<file path="src/rtl/rob_commit_pkg.sv">
// rob_commit_pkg: commit entry layout, FSM states and datapath widths shared by the commit stage.
package rob_commit_pkg;
  localparam int ROB_ENTRY_W = 77;
  localparam int RF_ADDR_W = 5;
  localparam int XLEN = 64;
  localparam int VALID_BIT = 76;
  localparam int REGWRITE_BIT = 75;
  localparam int RD_HI = 74;
  localparam int RD_LO = 70;
  localparam int RSVD_HI = 69;
  localparam int RSVD_LO = 67;
  localparam int EXCEPTION_BIT = 66;
  localparam int MISPREDICT_BIT = 65;
  localparam int DONE_BIT = 64;
  localparam int RESULT_HI = 63;
  localparam int RESULT_LO = 0;
  typedef struct packed {
    logic valid;
    logic reg_write;
    logic [RF_ADDR_W-1:0] rd;
    logic [2:0] rsvd;
    logic exception;
    logic mispredict;
    logic done;
    logic [XLEN-1:0] result;
  } commit_entry_t;
  typedef enum logic [1:0] {RUN, FLUSH, HALT} state_t;
endpackage

</file>
<file path="src/rtl/rob_commit_if.sv">
// rob_commit_if: ROB head / register-file / status bundle between the ROB side and the commit stage.
interface rob_commit_if
  import rob_commit_pkg::*;
#(parameter int CNT_W = 32);
  commit_entry_t commitReadData_i;
  logic halt_i;
  logic updateHead_o;
  logic rfWriteEn_o;
  logic [RF_ADDR_W-1:0] rfWriteAddr_o;
  logic [XLEN-1:0] rfWriteData_o;
  logic flush_o;
  logic exception_o;
  logic [CNT_W-1:0] retired_o;
  modport master (
    output commitReadData_i, halt_i,
    input updateHead_o, rfWriteEn_o, rfWriteAddr_o, rfWriteData_o, flush_o, exception_o, retired_o
  );
  modport slave (
    input commitReadData_i, halt_i,
    output updateHead_o, rfWriteEn_o, rfWriteAddr_o, rfWriteData_o, flush_o, exception_o, retired_o
  );
endinterface

</file>
<file path="src/rtl/rob_commit_counter.sv">
// commit_counter: wrapping retired-instruction counter.
module commit_counter #(
  parameter int CNT_W = 32
) (
  input  logic clk,
  input  logic rst_n,
  input  logic en,
  output logic [CNT_W-1:0] count
);
  always_ff @(posedge clk or negedge rst_n)
    if (!rst_n) count <= '0;
    else if (en) count <= count + 1'b1;
endmodule

</file>
<file path="src/rtl/rob_commit.sv">
// rob_commit: in-order retirement of the ROB head with mispredict flush and sticky exception halt.
module rob_commit
  import rob_commit_pkg::*;
#(
  parameter int FLUSH_CYCLES = 2,
  parameter int CNT_W = 32
) (
  input logic clk_i,
  input logic reset_i,
  rob_commit_if.slave bus
);
  localparam int FC_W = $clog2(FLUSH_CYCLES + 1);
  state_t state, state_nxt;
  logic [FC_W-1:0] fcnt;
  commit_entry_t e;
  logic go, retire, take_exc, do_flush, rf_we, unused_rsvd;
  assign e = bus.commitReadData_i;
  assign unused_rsvd = ^e.rsvd;
  // reset_i in the gate keeps updateHead_o low while reset is held
  assign go = reset_i & (state == RUN) & ~bus.halt_i & e.valid & e.done;
  assign take_exc = go & e.exception;
  assign retire = go & ~e.exception;
  assign do_flush = retire & e.mispredict;
  assign rf_we = retire & e.reg_write & (|e.rd);
  always_ff @(posedge clk_i or negedge reset_i)
    if (!reset_i) state <= RUN;
    else state <= state_nxt;
  always_comb
    state_nxt = take_exc ? HALT :
                do_flush ? FLUSH :
                (state == FLUSH && fcnt == '0) ? RUN : state;
  always_comb
    bus.updateHead_o = retire;
  // loaded with FLUSH_CYCLES-1 so FLUSH lasts exactly FLUSH_CYCLES cycles
  always_ff @(posedge clk_i or negedge reset_i)
    if (!reset_i) fcnt <= '0;
    else if (do_flush) fcnt <= FC_W'(FLUSH_CYCLES - 1);
    else if (state == FLUSH && fcnt != '0) fcnt <= fcnt - 1'b1;
  always_ff @(posedge clk_i or negedge reset_i)
    if (!reset_i) begin
      bus.rfWriteEn_o <= 1'b0;
      bus.rfWriteAddr_o <= '0;
      bus.rfWriteData_o <= '0;
      bus.flush_o <= 1'b0;
      bus.exception_o <= 1'b0;
    end else begin
      bus.rfWriteEn_o <= rf_we;
      if (rf_we) begin
        bus.rfWriteAddr_o <= e.rd;
        bus.rfWriteData_o <= e.result;
      end
      bus.flush_o <= do_flush;
      bus.exception_o <= bus.exception_o | take_exc;
    end
  commit_counter #(.CNT_W(CNT_W)) u_cnt (
    .clk(clk_i),
    .rst_n(reset_i),
    .en(retire),
    .count(bus.retired_o)
  );
endmodule

</file>
<file path="src/flat_wrapper.sv">
// flat-port wrapper written by rule: the top's interface ports become plain ports
module rob_commit_flat import rob_commit_pkg::*;
#(
  parameter int FLUSH_CYCLES = 2,
  parameter int CNT_W = 32
)
  (clk_i, reset_i, bus_commitReadData_i, bus_halt_i, bus_updateHead_o, bus_rfWriteEn_o, bus_rfWriteAddr_o, bus_rfWriteData_o, bus_flush_o, bus_exception_o, bus_retired_o);
  rob_commit_if #(.CNT_W(CNT_W)) bus_i ();
  input logic clk_i;
  input logic reset_i;
  input wire logic [$bits(bus_i.commitReadData_i)-1:0] bus_commitReadData_i;
  input wire logic [$bits(bus_i.halt_i)-1:0] bus_halt_i;
  output wire logic [$bits(bus_i.updateHead_o)-1:0] bus_updateHead_o;
  output wire logic [$bits(bus_i.rfWriteEn_o)-1:0] bus_rfWriteEn_o;
  output wire logic [$bits(bus_i.rfWriteAddr_o)-1:0] bus_rfWriteAddr_o;
  output wire logic [$bits(bus_i.rfWriteData_o)-1:0] bus_rfWriteData_o;
  output wire logic [$bits(bus_i.flush_o)-1:0] bus_flush_o;
  output wire logic [$bits(bus_i.exception_o)-1:0] bus_exception_o;
  output wire logic [$bits(bus_i.retired_o)-1:0] bus_retired_o;
  assign bus_i.commitReadData_i = bus_commitReadData_i;
  assign bus_i.halt_i = bus_halt_i;
  assign bus_updateHead_o = bus_i.updateHead_o;
  assign bus_rfWriteEn_o = bus_i.rfWriteEn_o;
  assign bus_rfWriteAddr_o = bus_i.rfWriteAddr_o;
  assign bus_rfWriteData_o = bus_i.rfWriteData_o;
  assign bus_flush_o = bus_i.flush_o;
  assign bus_exception_o = bus_i.exception_o;
  assign bus_retired_o = bus_i.retired_o;
  rob_commit #(.FLUSH_CYCLES(FLUSH_CYCLES), .CNT_W(CNT_W)) u_core (.clk_i(clk_i), .reset_i(reset_i), .bus(bus_i));
endmodule
</file>
<file path="config.mk">
export PLATFORM = sky130hd
export DESIGN_NAME = rob_commit_flat
export DESIGN_NICKNAME = d
export VERILOG_FILES = /design/src/rtl/rob_commit_pkg.sv /design/src/rtl/rob_commit_if.sv /design/src/rtl/rob_commit_counter.sv /design/src/rtl/rob_commit.sv /design/src/flat_wrapper.sv
export SDC_FILE = /design/constraint.sdc
export NUM_CORES = 1
export LEC_CHECK = 0
export ABC_AREA = 1
export CAP_MARGIN = 25
export CORE_UTILIZATION = 48
export CTS_CLUSTER_DIAMETER = 50
export DETAILED_ROUTE_END_ITERATION = 16
export GPL_TIMING_DRIVEN = 0
export PLACE_DENSITY = 0.93
export SETUP_SLACK_MARGIN = 0.1
export SYNTH_ARGS = -nofsm -noshare
export SYNTH_HDL_FRONTEND = slang
export SYNTH_SLANG_ARGS = --single-unit
</file>
<file path="constraint.sdc">
create_clock -name clk_i -period 3.64 [get_ports clk_i]
set_clock_uncertainty 0.05 [all_clocks]
set_input_delay 0.91 -clock clk_i [delete_from_list [all_inputs] [get_ports clk_i]]
set_output_delay 0.91 -clock clk_i [all_outputs]
set_load 0.05 [all_outputs]
</file>
# After elaboration in Yosys (flattened, before gate mapping)
# Cells that the tools add are included.
[word_totals]
mem_bits_ro = 0
mem_bits_rw = 0
out_inout_bits = 105
input_bits = 80
latchBits = 0
reg_bits = 108
wordCells = 36
memories = 0
[classes]
order_cmp = 0
shift = 0
reduce_logical = 8
div = 0
add_sub_neg = 2
n_mul = 0
bitwise_logic = 12
eq_ne = 1
n_mux = 5
[op_table]
columns = ["operator", "n"]
rows = [
  ["adder 32 x 1 -> 32 bit, second input constant", 1],
  ["two-way mux 2 bit", 5],
  ["bitwise AND 1 bit", 9],
  ["OR reduction 5 bit", 1],
  ["zero test 2 bit", 2],
  ["nonzero test 2 bit", 2],
  ["nonzero test 3 bit", 1],
  ["== test 2 x 1 -> 1 bit, second input constant", 1],
  ["logical AND 1 bit", 2],
  ["NOT 1 bit", 2],
  ["subtractor 2 x 1 -> 2 bit, second input constant", 1],
  ["OR 1 bit", 1],
]

# Depth between registers and ports, before layout
# Gate-level depths: netlist (run 1).
[logic_depth]
ltp_word = 9
depth_mapped = 11
mapped_depth_nobuf = 10

# Cells and area by module
# A second synthesis (run 1) with hierarchy kept.
[hier_totals]
cells_unflattened = 580
area_unflattened_um2 = 5096.1
[by_module_without_submodules]
columns = ["mod", "n_inst", "cells_per_inst", "seq_area_each_um2", "area_per_inst_um2"]
rows = [
  ["rob_commit", 1, 351, 1901.8, 3334.4],
  ["commit_counter", 1, 229, 800.8, 1761.7],
]

# Worst setup path after synthesis (run 1)
# Ideal clock, no wire load.
[synth_timing]
path_type = "input-to-output"
from = "input bus_halt_i"
to = "output bus_updateHead_o"
t_required_ns = 2.680
stages = 6
arrival_ns = 1.700
path_buffers = 1
setup_slack_ns = 0.980
cell_sequence = "inv_1 nand2_1 nor2_2 nand3_2 clkinv_2 buf_2"
[synth_via]
elab_chain_cells = 5
[synth_rtl]
columns = ["element", "line_no", "source"]
rows = [
  ["start, declared", "flat_wrapper.sv:12", "input wire logic [$bits(bus_i.halt_i)-1:0] bus_halt_i;"],
  ["NOT 1 bit", "rob_commit.sv:20", "assign go = reset_i & (state == RUN) & ~bus.halt_i & e.valid & e.done;"],
  ["bitwise AND 1 bit (3 in a row)", "rob_commit.sv:20", ""],
  ["bitwise AND 1 bit", "rob_commit.sv:22", "assign retire = go & ~e.exception;"],
  ["end, declared", "flat_wrapper.sv:13", "output wire logic [$bits(bus_i.updateHead_o)-1:0] bus_updateHead_o;"],
]
# Every way passes these cells.

# Worst setup path after layout (run 1)
[layout_timing]
from = "input bus_commitReadData_i[76]"
to = "output bus_updateHead_o"
[layout_via]
elab_chain_cells = 3
[layout_rtl]
columns = ["element", "line_no", "source"]
rows = [
  ["start, declared", "flat_wrapper.sv:11", "input wire logic [$bits(bus_i.commitReadData_i)-1:0] bus_commitReadData_i;"],
  ["bitwise AND 1 bit (2 in a row)", "rob_commit.sv:20", ""],
  ["bitwise AND 1 bit", "rob_commit.sv:22", ""],
]
# Every way passes these cells.

==> impl_metrics.toml, run 1 <==
[outcome]
status = "finished, final reports clean"

[setup_path]
worstReg2RegStart = "u_core.state[0]$_DFFE_PN0P_"
startpoint = "bus_commitReadData_i[76]"
critPathLaunchType = "input pin"
worst-r2r-setup-slack_ns = 1.83
required_ns = 2.68
reg2reg_to = "u_core.bus.rfWriteData_o[61]$_DFFE_PN0P_"
critPathMaxFanout = 10
worst_r2r_path_depth = 9
crit_arrival_ns = 2.46
crit_type = "in -> out"
cp-end-kind = "output pin"

[floorplan]
ioPinCount = 185
die_x_um = 103
dieArea_um2 = 10500
initial_utilization_pct = 49.7
core_um2 = 9770
die_h_um = 103
rows = 36

[sta]
worst_slew_pin_slew_ns = 0.603
period_minus_slack_ns = 3.42
drv_slew = 0
worst_slack_ns = 0.223
timing_hold_violations_final = 0
tns_ns = 0
maxSlewHeadroom_pct = 59.7
final.period_utilization_pct = 93.9
setup_viol = 0
fmax_ghz = 0.293
rsz0062_at_grt = "no"

[logic_synthesis]
ys.flop_type = "dfrtp_1"
synth_top_area_share_pct = 55.6
yosysTopAreaCell = "dfrtp_1"
syn_nets = 701
synth_edf_count = 0
yosysSeqAreaShare_pct = 55.6
yosysUniqueCellTypes = 24
avgSynthCellArea_um2 = 7.85
synth-seq-cells = 108
synth_common_cells = "328 x nand2_1, 108 x dfrtp_1, 54 x nor2_1"
yosys_warnings = 0
synth_cells = 619
netlist_area_um2 = 4860
synthArstFlopShare_pct = 100
synth_area_leaders = "dfrtp_1 56%, nand2_1 25%, nor2_1 4.2%"
synthMostInstantiatedCell = "nand2_1"

[drt]
wl_per_cell_um = 14.4
totalWireLength_mm = 13.7
routed_via_density = 4.93
drtIter0Drc = 146
drc_errors = 0
ant_nets = 0
firstDrtPassIters = 7
num_vias = 4680

[clocking]
postCtsHoldBufs = 0
cts-root-buf = "clkbuf_8"
tritoncts = "built"
clock_sinks = 108
cts.htree.levels = 3
clk_pin_slew_ns = 0.10
cts_buffer_depth = 2
cts_buffers = 9
ctsResizeCount = 5
clkLatencyLatePin_ns = 0.36
postCtsSetupRepairBufs = 0

[global_routing]
grt_use_met2_pct = 48.8
grt_pass1_vias = 4748
grtUsageMet3_pct = 9.49
antenna_found_initial = 0
busiest_layer = "met2"
grt_pass1_wl_mm = 21.7
globalRouteMet1Util_pct = 27.7
grtUsageTotal_pct = 27.2
grt_remaining_overflow = 0
grt_max_degree = 61

[placement]
place_hpwl_mm = 10.6
placement.io_buffers = 181
place.gp.congestion = 0.868
dp_slack_ns = -0.501

[power]
power_leakage_nw = 3.45
power.density_nw_per_um2 = 289
seqPwrFrac_pct = 58.8
power_w = 0.00204
p_int_w = 0.00159
p_sw_share_pct = 21.8
comb_power_share_pct = 5.5
p_clk_share_pct = 35.7
ir_drop_v = 0.000189
p_sw_w = 0.000445

[final_layout]
nets = 894
diodes = 0
fill_cells = 690
syn_to_final_growth_pct = 45.2
drive_gt1_share_pct = 4.41

[worst_hold_path]
hold_path.class = "in -> async"

[flow_run]
maxCapViolations = 0
[registers in the layout, summed over array words and instances, names as in the netlist]
register / count
u_core.bus.exception_o: 1
u_core.bus.flush_o: 1
u_core.bus.rfWriteAddr_o: 5
u_core.bus.rfWriteData_o: 64
u_core.bus.rfWriteEn_o: 1
u_core.fcnt: 2
u_core.state: 2
u_core.u_cnt.count: 32
[placed cells by master, fill, tap and decap left out, types with 2 or more instances in the layout]
cell type        Yosys  final
xor2_1              10     10
buf_6                4      4
nand3_1             20     20
nand4_1              8      8
buf_2                6      7
nor2_1              54     54
clkbuf_1             6      7
o21ai_0              7      7
clkinv_2             1      4
clkbuf_8             0      9
nor3_1               4      4
ha_1                 2      2
clkdlybuf4s50_1      0    179
nand2_1            328    328
nor2_2               3      3
dfrtp_1            108    108
inv_1               43     43
xnor2_1              7      7
[area by class of cell]
class / count / area, um2 / area share, %
clock buffer: 10 / 128 / 1.81
sequential: 108 / 2700 / 38.3
timing repair buffer: 182 / 1840 / 26.1
clock inverter: 6 / 62.6 / 0.886
buffer: 17 / 101 / 1.44
tap: 133 / 166 / 2.36
multi-input combinational: 449 / 1890 / 26.8
inverter: 45 / 170 / 2.41
[worst max-delay path, stage by stage]
cell	delay, ns
clkdlybuf4s50_1	0.45
nand2_1	0.05
nor2_2	0.13
nand3_2	0.19
clkinv_2	0.17
buf_2	0.23
buf_2	0.30
[power by group through the flow]
stage	sequential [W]	clock (W)	combinational [W]
after floorplan	0.00122	0	0.00000250
after global placement	0.00122	0	0.000108
after detailed placement	0.00122	0	0.000113
after CTS	0.00120	0.000740	0.000114
after global routing	0.00120	0.000786	0.000122
final	0.00120	0.000727	0.000113
[cell families (layout without fill, tap and decap cells)]
logic type	Yosys count	count (layout)	share of synthesized area [%]
simple gates	422	422	34.4
flops	108	108	55.6
buf+inv	62	260	5.58
xor+xnor	17	17	3.06
compound gates	8	8	0.901
fa+ha+maj	2	2	0.515
[how the worst max path moves through the flow]
| stage | to | cells past startpoint |
|---|---|---|
| after floorplan | bus_updateHead_o | 6 |
| after global placement | bus_updateHead_o | 7 |
| after detailed placement | bus_updateHead_o | 7 |
| after CTS | bus_updateHead_o | 7 |
| after global routing | bus_updateHead_o | 7 |
| final | bus_updateHead_o | 7 |
[through the flow]
| stage | utilization [%] | instance area, um2 | cells | hold slack (ns) |
|---|---|---|---|---|
| floorplan | - | 4860 | 619 | 0.416 |
| global placement | 70.0 | 6840 | 933 | 0.403 |
| detailed placement | 70.2 | 6870 | 934 | 0.415 |
| CTS | 72.3 | 7060 | 950 | 0.379 |
| global route | 72.2 | 7060 | 950 | 0.390 |
| finish | 72.2 | 7060 | 950 | 0.381 |
[metal layers]
metal,up-vias,share of wire [%]
met2,185,52
met3,38,8.7
met5,-,0
met1,2196,36
li1,2261,-
met4,0,3.4
No activity file was read; power rests on OpenSTA's default activity.
==> run 2, diff against run 1 <==
--- a/config.mk
+++ b/config.mk
@@ -7,12 +7,14 @@
 export LEC_CHECK = 0
 export ABC_AREA = 1
 export CAP_MARGIN = 25
+export CORE_MARGIN = 2
 export CORE_UTILIZATION = 48
 export CTS_CLUSTER_DIAMETER = 50
 export DETAILED_ROUTE_END_ITERATION = 16
 export GPL_TIMING_DRIVEN = 0
 export PLACE_DENSITY = 0.93
 export SETUP_SLACK_MARGIN = 0.1
+export SKIP_LAST_GASP = 1
 export SYNTH_ARGS = -nofsm -noshare
 export SYNTH_HDL_FRONTEND = slang
 export SYNTH_SLANG_ARGS = --single-unit
==> impl_metrics.toml, run 2 (synthesis gave the netlist of run 1 again) <==
[setup_path]
crit_type = "in -> out"
crit_top_cell = "clkbuf_4"
worst_r2r_path_depth = 9
worst-r2r-setup-slack_ns = 1.82
required_ns = 2.68
max_stage_delay_ns = 0.45
critPathSlowestCell = "clkdlybuf4s50_1"
path_buf_inv = 4
critPathLaunchType = "input pin"
crit_arrival_ns = 2.42
worstPathCellList = "clkdlybuf4s50_1 > nand2_1 > nor2_2 > nand3_2 > clkinv_2 > clkbuf_4 > clkbuf_4"
worstReg2RegStart = "u_core.state[0]$_DFFE_PN0P_"
reg2reg_to = "u_core.bus.rfWriteData_o[62]$_DFFE_PN0P_"
critPathMaxFanout = 10
crit_family = "buffers and inverters"
cp-end-kind = "output pin"

[clocking]
postCtsHoldBufs = 0
ctsResizeCount = 8
clk_pin_slew_ns = 0.09
clkLatencyLatePin_ns = 0.37
cts-root-buf = "clkbuf_8"
cts_buffers = 9
cts.htree.levels = 3
tritoncts = "built"
clock_sinks = 108
cts_buffer_depth = 2
postCtsSetupRepairBufs = 0

[final_layout]
nets = 894
fill_cells = 764
layout_common_cells = "328 x nand2_1, 179 x clkdlybuf4s50_1, 108 x dfrtp_1"
drive_gt1_share_pct = 4.29
syn_to_final_growth_pct = 45.1
top_regs = "u_core.bus.rfWriteData_o x64, u_core.u_cnt.count x32, u_core.bus.rfWriteAddr_o x5"
largest_reg_flops = 64
top_register = "u_core.bus.rfWriteData_o"
final_common_cell = "nand2_1"
diodes = 0
fin_cells = 948

[global_routing]
grt_pass1_vias = 4938
antenna_found_initial = 0
grtUsageTotal_pct = 26.3
grt_pass1_wl_mm = 22.8
grt_max_degree = 62
grt_remaining_overflow = 0

[flow_run]
maxCapViolations = 0

[drt]
drc_errors = 0
drtIter0Drc = 187
num_vias = 4707
wl_met3_mm = 1.14
ant_nets = 0
routed_via_density = 4.97
routed.top_layer = "met4"
totalWireLength_mm = 13.8
wl_met2_mm = 7.04
wl_per_cell_um = 14.6
wl_met1_mm = 5.06
firstDrtPassIters = 5

[sta]
maxSlewHeadroom_pct = 60.2
rsz0062_at_grt = "no"
fmax_ghz = 0.296
setup_viol = 0
final.period_utilization_pct = 92.7
timing_hold_violations_final = 0
drv_slew = 0
worst_slew_pin_slew_ns = 0.595
period_minus_slack_ns = 3.38

[worst_hold_path]
hold_path.class = "in -> async"

[floorplan]
die_h_um = 105
die_x_um = 105
core_um2 = 9820
initial_utilization_pct = 49.5
rows = 36
ioPinCount = 185
dieArea_um2 = 11000

[placement]
place.gp.congestion = 0.884
placement.io_buffers = 181
dpl.cell_count = 934
place_hpwl_mm = 10.9

[power]
power_leakage_nw = 3.44
ir_drop_v = 0.000227
power.density_nw_per_um2 = 283
power_w = 0.00199

[outcome]
status = "finished, final reports clean"
-- run 2: changes by cell type in the layout (fill, tap and decap cells not counted), sizes merged --
cell | before | now
buf | 14 | 12
bufinv | 1 | 0
clkbuf | 16 | 20
clkinv | 5 | 3
inv | 45 | 44
-- run 2: routing by layer --
metal  global-route usage [%]  vias to the layer above
li1                         -                     2251
met1                     27.1                     2210
met2                     47.2                      200
met3                     8.42                       46
met4                     14.1                        0
met5                        0                        -
-- run 2: power by group --
group	internal, W	switching [W]	leakage, nW
logic	0.0000759	0.0000376	1.89
registers	0.00120	0	1.46
clock network	0.000296	0.000385	0.0941
total	0.00157	0.000423	3.44
-- run 2: worst register-to-register path: cells and delay by family (launching register included) --
| kind | cells | cell delay (ns) |
|---|---|---|
| buf+inv | 4 | 0.63 |
| flops | 1 | 0.42 |
| simple gates | 5 | 0.65 |
-- run 2: how the worst max path moves through the flow --
stage | start | endpoint | slack (ns) | depth (start not counted)
3_5_place_dp | reset_i | bus_updateHead_o | -0.65 | 7
5_1_grt | bus_commitReadData_i[64] | bus_updateHead_o | 0.14 | 7
6_report | bus_commitReadData_i[64] | bus_updateHead_o | 0.26 | 7
4_1_cts | bus_commitReadData_i[76] | bus_updateHead_o | 0.18 | 7
2_1_floorplan | bus_halt_i | bus_updateHead_o | 0.98 | 6
3_3_place_gp | reset_i | bus_updateHead_o | -4.12 | 7
-- run 2: area by class of cell --
cell class,instances,area (um2),area share [%]
inverters,45,170,2.41
well taps,133,166,2.36
clock inverters,2,10.0,0.142
flip-flops and latches,108,2700,38.3
plain buffers,17,104,1.47
multi-input cells,449,1890,26.8
repair buffers,182,1850,26.2
clock buffers,12,165,2.34
-- run 2: per-stage QoR --
stage / utilization, % / hold WS [ns] / setup slack [ns] / instance area [um2] / setup TNS [ns]
2_1_floorplan: - / 0.416 / 0.980 / 4860 / 0
3_3_place_gp: 69.7 / 0.408 / -4.12 / 6840 / -545.84
3_5_place_dp: 69.9 / 0.413 / -0.652 / 6870 / -0.652
4_1_cts: 71.8 / 0.363 / 0.181 / 7050 / 0
5_1_grt: 71.8 / 0.379 / 0.142 / 7050 / 0
6_report: 71.8 / 0.367 / 0.264 / 7050 / 0
==> run 3, diff against run 2 <==
--- a/config.mk
+++ b/config.mk
@@ -7,14 +7,17 @@
 export LEC_CHECK = 0
 export ABC_AREA = 1
 export CAP_MARGIN = 25
+export CELL_PAD_IN_SITES_DETAIL_PLACEMENT = 0
+export CELL_PAD_IN_SITES_GLOBAL_PLACEMENT = 1
 export CORE_MARGIN = 2
-export CORE_UTILIZATION = 48
+export CORE_UTILIZATION = 35
 export CTS_CLUSTER_DIAMETER = 50
 export DETAILED_ROUTE_END_ITERATION = 16
 export GPL_TIMING_DRIVEN = 0
-export PLACE_DENSITY = 0.93
+export PLACE_DENSITY = 0.92
 export SETUP_SLACK_MARGIN = 0.1
 export SKIP_LAST_GASP = 1
 export SYNTH_ARGS = -nofsm -noshare
 export SYNTH_HDL_FRONTEND = slang
+export SYNTH_HIERARCHICAL = 1
 export SYNTH_SLANG_ARGS = --single-unit
==> impl_metrics.toml, run 3 <==
[logic_synthesis]
yosysTopAreaCell = "dfrtp_1"
avgSynthCellArea_um2 = 8.79
yosys_warnings = 6
synthArstFlopShare_pct = 100
synthMostInstantiatedCell = "nand2_1"
synth_common_cells = "218 x nand2_1, 108 x dfrtp_1, 69 x nand4_1"
synth-seq-cells = 108
syn_nets = 662
ys.flop_type = "dfrtp_1"
synth_edf_count = 0
synth_cells = 580
yosysUniqueCellTypes = 24
synth_top_area_share_pct = 53.0
synth_area_leaders = "dfrtp_1 53%, nand2_1 16%, nand4_1 8.5%"
yosysSeqAreaShare_pct = 53.0
netlist_area_um2 = 5100

[sta]
final.period_utilization_pct = 91.9
period_minus_slack_ns = 3.35
worst_slew_pin_slew_ns = 0.596
rsz0062_at_grt = "no"
setup_viol = 0
drv_slew = 0
timing_hold_violations_final = 0
fmax_ghz = 0.299
maxSlewHeadroom_pct = 60.1
worst_slack_ns = 0.293

[final_layout]
diodes = 0
layout_common_cells = "218 x nand2_1, 178 x clkdlybuf4s50_1, 108 x dfrtp_1"
fill_cells = 1310
largest_reg_flops = 64
multi_input_area_um2 = 2040
top_register = "u_core/bus.rfWriteData_o"
nets = 856
ff_latch_area_um2 = 2700
drive_gt1_share_pct = 10.0
top_regs = "u_core/bus.rfWriteData_o x64, u_core/u_cnt/count x32, u_core/bus.rfWriteAddr_o x5"
fin_area_um2 = 7520
final_common_cell = "nand2_1"
syn_to_final_growth_pct = 47.5

[drt]
totalWireLength_mm = 14.9
firstDrtPassIters = 4
ant_nets = 0
drc_errors = 0
routed_via_density = 4.74
num_vias = 4565
wl_per_cell_um = 15.5
drtIter0Drc = 255

[placement]
dp_slack_ns = -0.599
place.gp.congestion = 0.823
placement.io_buffers = 180
place_hpwl_mm = 10.9
place_area_um2 = 7160

[floorplan]
initial_utilization_pct = 35.5
core_um2 = 14400
die_x_um = 125
die_h_um = 125
rows = 44
ioPinCount = 185
dieArea_um2 = 15500

[power]
seqPwrFrac_pct = 50.9
p_sw_share_pct = 22.6
p_int_w = 0.00182
p_clk_share_pct = 42.8
power_leakage_nw = 3.58
ir_drop_v = 0.000224
comb_power_share_pct = 6.3
p_sw_w = 0.000532
power.density_nw_per_um2 = 313

[clocking]
cts.htree.levels = 3
cts_buffers = 9
tritoncts = "built"
clock_sinks = 108
clk_pin_slew_ns = 0.07
cts-root-buf = "clkbuf_16"
cts_buffer_depth = 2
clkLatencyLatePin_ns = 0.36
postCtsHoldBufs = 0
postCtsSetupRepairBufs = 0

[setup_path]
crit_type = "in -> out"
path_buf_inv = 5
required_ns = 2.68
max_stage_delay_ns = 0.25
critPathSlowestCell = "clkbuf_4"
worstPathCellList = "buf_8 > buf_16 > nand2_1 > inv_1 > nand3_2 > nor2_8 > buf_6 > clkbuf_4"
critPathMaxFanout = 34
crit_family = "buffers and inverters"
cp-end-kind = "output pin"
critPathLaunchType = "input pin"
crit_arrival_ns = 2.39

[global_routing]
grt_pass1_vias = 4622
grt_pass1_wl_mm = 23.9
grtUsageTotal_pct = 19.3
grt_max_degree = 40
antenna_found_initial = 0
grt_remaining_overflow = 0

[flow_run]
maxCapViolations = 0

[worst_hold_path]
hold_path.class = "in -> async"

[outcome]
status = "finished, final reports clean"
-- run 3: cell types whose count changed after synthesis, sizes merged, moves of 6 or more --
cell and delta:
nand3b +6, nand4 +62, nand2 -97, inv -10
buf +11, o21ai -6
-- run 3: layer usage --
metal | vias to the layer above | global-route usage, % | wire length, um
li1 | 2266 | - | -
met1 | 2144 | 23.6 | 6280
met2 | 136 | 32.1 | 7140
met3 | 19 | 6.70 | 1150
met4 | 0 | 5.82 | 317
met5 | - | 0 | 0
-- run 3: layout make-up --
cell class	instances	share of cell area [%]
Sequential cell	108	36.0
Multi-Input combinational cell	409	27.1
Timing Repair Buffer	183	25.1
Buffer	29	3.06
Tap cell	184	3.06
Clock buffer	9	3.00
Inverter	34	1.70
Clock inverter	7	0.999
-- run 3: path summary, 6_finish.rpt --
| check | slack (ns) | cells past startpoint | startpoint | endpoint |
|---|---|---|---|---|
| max | 0.29 | 8 | reset_i | bus_updateHead_o |
| min | 0.36 | 1 | reset_i | u_core/u_cnt/count[20]$_DFFE_PN0P_ |
| max reg2reg | 1.57 | 11 | u_core/state[0]$_DFFE_PN0P_ | u_core/u_cnt/count[26]$_DFFE_PN0P_ |
| min reg2reg | 0.42 | 2 | u_core/bus.rfWriteData_o[48]$_DFFE_PN0P_ | u_core/bus.rfWriteData_o[48]$_DFFE_PN0P_ |
| max in group asynchronous | 2.53 | 2 | reset_i | u_core/bus.rfWriteData_o[42]$_DFFE_PN0P_ |
| min in group clk_i | 0.42 | 2 | u_core/bus.rfWriteData_o[48]$_DFFE_PN0P_ | u_core/bus.rfWriteData_o[48]$_DFFE_PN0P_ |
-- run 3: power groups by stage --
stage,combinational (W),clock [W],sequential [W]
2_1_floorplan,0.0000193,0,0.00122
3_3_place_gp,0.000136,0,0.00122
3_5_place_dp,0.000140,0,0.00122
4_1_cts,0.000147,0.00104,0.00120
5_1_grt,0.000160,0.00108,0.00120
6_report,0.000148,0.00101,0.00120
-- run 3: stage by stage --
step	setup TNS, ns	hold WS, ns	std cells	power [W]	util [%]
6_report	0	0.359	963	0.00235	52.3
5_1_grt	0	0.365	963	0.00244	52.3
4_1_cts	0	0.351	962	0.00239	52.1
3_3_place_gp	-626.48	0.402	944	0.00136	49.6
3_5_place_dp	-0.599	0.400	945	0.00136	49.8
2_1_floorplan	0	0.431	580	0.00124	-
-- run 3: logic make-up after synthesis --
kind of cell / Yosys count / share of synthesized area [%]
fa+ha+maj: 2 / 0.491
xor+xnor: 18 / 3.09
compound gates: 1 / 0.0981
buf+inv: 63 / 7.02
simple gates: 388 / 36.3
flops: 108 / 53.0
-- run 3: timing repair --
| action | CTS | global route |
|---|---|---|
| resized for setup | 6 | 1 |
| cloned | 1 | 1 |
| setup endpoints to repair | 1 | 1 |
